--- src/rtl/serial_to_parallel.sv ---
// LSB-first serial-to-parallel receiver with start-of-frame strobe, one-deep
// valid/ready output buffer, framing-error pulse and sticky overrun flag.
package p2s_pkg;
  localparam int P2S_SERIAL_LEN = 8;
endpackage

module serial_to_parallel
  import p2s_pkg::*;
#(
  parameter int SERIAL_LEN = P2S_SERIAL_LEN
) (
  input  logic                  clk,
  input  logic                  rst,
  input  logic                  serial_in,
  input  logic                  sof,
  output logic [SERIAL_LEN-1:0] parallel_out,
  output logic                  out_valid,
  input  logic                  out_ready,
  output logic                  busy,
  output logic                  frame_err,
  output logic                  overrun,
  input  logic                  overrun_clr
);

  localparam int CW = $clog2(SERIAL_LEN);
  localparam logic [CW-1:0] LAST = CW'(SERIAL_LEN - 1);

  typedef enum logic {IDLE, SHIFT} state_t;

  state_t                state;
  logic [SERIAL_LEN-1:0] sr;
  logic [CW-1:0]         cnt;

  logic [SERIAL_LEN-1:0] shifted;
  logic                  complete;
  logic                  accept;

  // NOTE: every signal written in always_comb gets a value on every path, so no latch is inferred.
  always_comb begin
    shifted  = {serial_in, sr[SERIAL_LEN-1:1]};
    complete = 1'b0;
    if (state == SHIFT && !sof && cnt == LAST) complete = 1'b1;
    // A word may enter the buffer when it is empty or being drained on this edge.
    accept   = !out_valid || out_ready;
  end

  // NOTE: state registers use non-blocking assignments so every read sees pre-edge values.
  always_ff @(posedge clk or posedge rst) begin
    if (rst) begin
      state        <= IDLE;
      sr           <= '0;
      cnt          <= '0;
      parallel_out <= '0;
      out_valid    <= 1'b0;
      frame_err    <= 1'b0;
      overrun      <= 1'b0;
    end else begin
      frame_err <= 1'b0;

      case (state)
        IDLE: begin
          if (sof) begin
            sr    <= shifted;
            cnt   <= CW'(1);
            state <= SHIFT;
          end
        end
        SHIFT: begin
          sr <= shifted;
          if (sof) begin
            // Restart: partial word is abandoned, current bit becomes bit 0.
            frame_err <= 1'b1;
            cnt       <= CW'(1);
          end else if (complete) begin
            cnt   <= '0;
            state <= IDLE;
          end else begin
            cnt <= cnt + CW'(1);
          end
        end
        default: state <= IDLE;
      endcase

      if (overrun_clr) overrun <= 1'b0;

      if (complete) begin
        if (accept) begin
          parallel_out <= shifted;
          out_valid    <= 1'b1;
        end else begin
          overrun <= 1'b1;  // later assignment: set beats a simultaneous clear
        end
      end else if (out_valid && out_ready) begin
        out_valid <= 1'b0;
      end
    end
  end

  assign busy = (state == SHIFT);

endmodule

--- config.mk ---
export PLATFORM = sky130hd
export DESIGN_NAME = serial_to_parallel
export DESIGN_NICKNAME = d
export VERILOG_FILES = /design/src/rtl/serial_to_parallel.sv
export SDC_FILE = /design/constraint.sdc
export NUM_CORES = 1
export LEC_CHECK = 0
export ABC_AREA = 0
export BUFFER_PORTS_ARGS = -buffer_cell sky130_fd_sc_hd__buf_2
export CORE_ASPECT_RATIO = 0.8
export CORE_UTILIZATION = 50
export DETAILED_ROUTE_END_ITERATION = 8
export GPL_ROUTABILITY_DRIVEN = 0
export PLACE_DENSITY = 0.73
export SETUP_SLACK_MARGIN = 0.05
export SYNTH_ARGS = -nofsm -noshare
export SYNTH_HDL_FRONTEND = slang
export SYNTH_SLANG_ARGS = --single-unit
--- constraint.sdc ---
create_clock -name clk -period 1.85 [get_ports clk]
set_clock_uncertainty 0.15 [all_clocks]
set_input_delay 0.37 -clock clk [delete_from_list [all_inputs] [get_ports clk]]
set_output_delay 0.37 -clock clk [all_outputs]
set_load 0.1 [all_outputs]
==> impl_metrics.tcl, run 1 <==
set metrics [dict create \
    die_x_um 49.7 \
    synth_cell_types 18 \
    vias 510 \
    slew-limit-headroom_pct 67.7 \
    fin_area_mm2 0.00108 \
    path_class "flip-flop to output pin" \
    synth_xor_area_share_pct 0 \
    place_ws_ns 0.122 \
    fp.dieH_um 40.2 \
    yosysWarnings 0 \
    utilization_pct 64.9 \
    path_delay_family "flip-flops" \
    postCtsSetupBuffers 0 \
    min_from "overrun_clr" \
    synth_fa_ha_area_share_pct 2.75 \
    clkSlewWorstSetupHoldPaths_ns 0.10 \
    crit_fanout 8 \
    setup_viol 0 \
    syn_nets 68 \
    crit-reg2reg-launch "cnt[0]" \
    whs_endpoint "overrun" \
    worstPathRequired_ns 1.33 \
    synth_area_um2 911 \
    io_pins 18 \
    hp-class "primary input to flip-flop" \
    multi_input_area_um2 337 \
    final_hold_viol_count 0 \
    setup_ws_ns 0.112 \
    cts_made_buffers 3 \
    crit_cells 1 \
    root_buffer "clkbuf_4" \
    muxShareOfSynthArea_pct 21.8 \
    drv_slew 0 \
    fmax_mhz 575 \
    cp_data_arrival_time_ns 1.22 \
    insertion_delay_ns 0.29 \
    antenna_left 0 \
    fin_tns_setup_ns 0 \
    run_status "finished clean" \
    grt_start_max_net_pins 23 \
    rsz0062_at_grt "false" \
    drt_iter0_markers 8 \
    synth_compound_area_share_pct 3.85 \
    wl_per_cell_um 11.9 \
    drtPass1Iterations 4 \
    io_buffers 17 \
    placed_area_mm2 0.00104 \
    vias_per_cell 4.90 \
    grt_antenna_before_repair 0 \
    synth-simple-area-share_pct 8.24 \
    timing.critical_path.buf_inv 1 \
    maxCapViolations 0 \
    endpoint_kind "output pin" \
    cp_slowest_stage_delay_ns 0.47 \
    cts_buffer_depth 2 \
    grt_overflow 0 \
    r2r_cells 6 \
    dieArea_mm2 0.00200 \
    period_minus_slack_ns 1.74 \
    period_share_pct 93.9 \
    grt_pass1_wl_um 1970 \
    worst_pin_slew_ns 0.488 \
    synth_area_per_cell_um2 15.2 \
    yosysTopAreaCellShare_pct 60.4 \
    fp-row-count 13 \
    start_util_pct 54.9 \
    numClockSinks 22 \
    path_cells "buf_2" \
    drt-total-wl_um 1240 \
    grt_pass1_vias 427 \
    h-tree-depth 1 \
    synth_top_family_by_area "multiplexers" \
    gr-usage-all-layers_pct 14.4 \
    holdPathStages 2 \
    r2r_slack_ns 0.14 \
    fin_nets 92 \
    core_area_mm2 0.00166 \
    seq_area_frac_synth_pct 60.4 \
    regArea_um2 553 \
    startpoint "busy" \
    timing.rr.end "parallel_out[4]" \
    cts_tree "yes" \
    synth_top_area_cell "dfrtp_1" \
    startpoint_type "flip-flop" \
    ys_seq_elements 22 \
    layout-drive-gt1-share_pct 56.1 \
    fillers 130 \
    drc 0 \
    syn_to_final_growth_pct 18.3 \
    antennaDiodeCount 0 \
    synth.top_cells.by_area "dfrtp_1, mux2_4, mux2_2" \
    synthCells 60 \
    critPathSlowestCell "dfrtp_2" \
]
==> worst max-delay path by stage <==
stage                      endpoint  slack [ns]
floorplan           parallel_out[0]        0.14
global placement    parallel_out[3]        0.16
detailed placement  parallel_out[4]        0.12
CTS                            busy        0.09
global route                   busy        0.05
finish                         busy        0.11
==> kinds of logic after synthesis <==
family | after synthesis
muxes | 15
and+or+nand+nor | 11
buffers and inverters | 5
AOI/OAI and AO/OA | 5
DFF | 22
adders and majority gates | 2
==> what timing repair did <==
action | 4_1_cts | 5_1_grt
gates resized for setup | 0 | 1
setup endpoints to repair | 0 | 8
hold buffers | 1 | 0
endpoints found under the hold margin | 22 | 0
==> per-stage QoR <==
step / std cells / hold slack (ns)
6_report: 104 / 0.0989
5_1_grt: 104 / 0.0800
4_1_cts: 104 / 0.0855
3_5_place_dp: 100 / 0.264
3_3_place_gp: 100 / 0.262
2_1_floorplan: 60 / 0.209
==> synthesized netlist by cell type, drive strengths merged <==
cell    instances
dfrtp          22
buf             1
a21o            1
o22ai           1
nor2b           1
nand2b          1
nand2           3
a21oi           2
nand3b          1
a211o           1
inv             4
mux2           15
ha              2
nor2            1
nand3           2
nor3            1
and2            1
==> registers in the layout (all words and copies together), names as in the netlist <==
name,flops
cnt,3
busy,1
overrun,1
frame_err,1
out_valid,1
sr,7
parallel_out,8
==> final cells by class <==
cell class | count | share of cell area (%)
Sequential cell | 22 | 51.3
Multi-Input combinational cell | 33 | 31.2
Timing Repair Buffer | 20 | 11.4
Tap cell | 22 | 2.56
Clock buffer | 3 | 2.09
Inverter | 4 | 1.39
==> per-layer routing <==
layer / track usage [%] / routed length (um)
met2: 20.6 / 561
met4: 4.29 / 7
met3: 6.06 / 67
met5: 0 / 0
met1: 19.9 / 606
==> cell usage in the layout, fill, tap and decap left out, types with 2 or more instances in the layout <==
| cell | Yosys | routed |
|---|---|---|
| nand3_1 | 2 | 2 |
| buf_2 | 0 | 17 |
| nand2_1 | 3 | 3 |
| dfrtp_2 | 0 | 2 |
| mux2_4 | 8 | 8 |
| inv_1 | 4 | 4 |
| a21oi_1 | 2 | 2 |
| mux2_2 | 7 | 7 |
| clkbuf_4 | 0 | 3 |
| dfrtp_1 | 22 | 20 |
Power of run 1 is left out: the tool's default activity adds up to more than one toggle a clock period on the data nets, which glitch-free logic cannot reach.
==> run 2: changes to the inputs <==
CTS_BUF_LIST = sky130_fd_sc_hd__clkbuf_8 sky130_fd_sc_hd__clkbuf_16   (was unset)
==> run 2 against run 1 <==
  * Non-clock buffer count is the same
  * Die area did not move
  * Critical path depth increased by 5
  * Global-route usage rose by 0.26 points
  * Worst setup slack gained 0.027 ns
  * First-iteration DRC count fell by 13%
  * Critical path type is now flip-flop to flip-flop
  * Sequential share of layout area down 0.88 points
==> impl_metrics.tcl, run 2 (synthesis results as in run 1) <==
set metrics [dict create \
    grt_start_max_net_pins 23 \
    vias_per_cell 4.86 \
    cp_data_arrival_time_ns 1.70 \
    run_status "finished clean" \
    worstPathRequired_ns 1.84 \
    reg.largest.list "parallel_out (8), sr (7), cnt (3)" \
    drv_slew 0 \
    die_x_um 49.7 \
    antenna_left 0 \
    period_minus_slack_ns 1.71 \
    cts_buffer_depth 2 \
    period_share_pct 92.5 \
    vias 505 \
    setup_viol 0 \
    critPathSlowestCell "dfrtp_1" \
    numClockSinks 22 \
    wl_per_cell_um 12.2 \
    crit_cells 6 \
    dp.cells 100 \
    root_buffer "clkbuf_8" \
    start_util_pct 54.9 \
    maxCapViolations 0 \
    postCtsSetupBuffers 0 \
    syn_to_final_growth_pct 20.3 \
    gr-usage-all-layers_pct 14.6 \
    h-tree-depth 1 \
    final_cell_mix "dfrtp_1, buf_2, mux2_4, mux2_2, inv_1" \
    grt_antenna_before_repair 0 \
    fp-row-count 13 \
    layout-drive-gt1-share_pct 56.1 \
    worst_pin_slew_ns 0.488 \
    drc 0 \
    drtPass1Iterations 4 \
    path_delay_family "flip-flops" \
    largest_register_ffs 8 \
    rsz0062_at_grt "false" \
    crit_fanout 8 \
    placed_area_mm2 0.00104 \
    drt_iter0_markers 7 \
    cp_slowest_stage_delay_ns 0.37 \
    r2r_slack_ns 0.14 \
    io_buffers 17 \
    timing.rr.end "parallel_out[4]" \
    antennaDiodeCount 0 \
    hp-class "primary input to flip-flop" \
    final_hold_viol_count 0 \
    largest_register "parallel_out" \
    clkSlewWorstSetupHoldPaths_ns 0.07 \
    timing.critical_path.buf_inv 1 \
    drt-total-wl_um 1270 \
    path_cells "ha_1 -> ha_2 -> nand3b_4 -> nor2b_2 -> buf_12 -> mux2_4" \
    crit_end "parallel_out[4]" \
    slew-limit-headroom_pct 67.7 \
    io_pins 18 \
    cts_tree "yes" \
    core_area_mm2 0.00166 \
    cts_made_buffers 3 \
    path_class "flip-flop to flip-flop" \
    crit-reg2reg-launch "cnt[0]" \
    final_common_cell "dfrtp_1" \
    endpoint_kind "flip-flop" \
    r2r_cells 6 \
    grt_pass1_wl_um 1980 \
    startpoint_type "flip-flop" \
    dieArea_mm2 0.00200 \
    fin_area_mm2 0.00110 \
    fin_nets 92 \
    insertion_delay_ns 0.25 \
    fmax_mhz 584 \
    instances_no_fill 104 \
    fp.dieH_um 40.2 \
    fin_tns_setup_ns 0 \
    grt_overflow 0 \
    startpoint "cnt[0]" \
    grt_pass1_vias 433 \
]
## run 2: timing repair
item / 4_1_cts / 5_1_grt
setup endpoints to repair: 0 / 8
hold endpoints to repair: 22 / 0
hold buffers: 1 / 0
gates resized for setup: 0 / 1
## run 2: worst min path at each step
stage / startpoint / to / slack (ns) / cells past startpoint
after global routing: overrun_clr / overrun / 0.14 / 2
after global placement: rst / overrun / 0.26 / 3
after floorplan: rst / cnt[0] / 0.21 / 1
after CTS: overrun_clr / overrun / 0.14 / 2
after detailed placement: rst / overrun / 0.26 / 3
final: overrun_clr / overrun / 0.15 / 2
## run 2: metal layers
| layer | part of all wire (%) | up-vias | track usage [%] | wire length (um) |
|---|---|---|---|---|
| met1 | 50 | 237 | 19.9 | 635 |
| li1 | - | 253 | - | - |
| met4 | 1.0 | 0 | 6.43 | 13 |
| met3 | 5.0 | 2 | 6.06 | 64 |
| met2 | 44 | 13 | 20.6 | 556 |
| met5 | 0 | - | 0 | 0 |
## run 2: final cells by class
type,count,area (um2)
multi-input combinational,33,337
timing repair buffer,20,123
inverter,4,15.0
sequential,22,553
fill,127,563
tap,22,27.5
clock buffer,3,41.3
## run 2: metrics by stage
step / setup WS (ns) / hold slack (ns) / utilization, %
after detailed placement: 0.122 / 0.264 / 62.8
after global routing: 0.0594 / 0.141 / 66.1
after global placement: 0.162 / 0.262 / 62.8
final: 0.139 / 0.147 / 66.1
after CTS: 0.106 / 0.141 / 65.9
after floorplan: 0.142 / 0.209 / -
Power of run 2 is left out for the same reason.
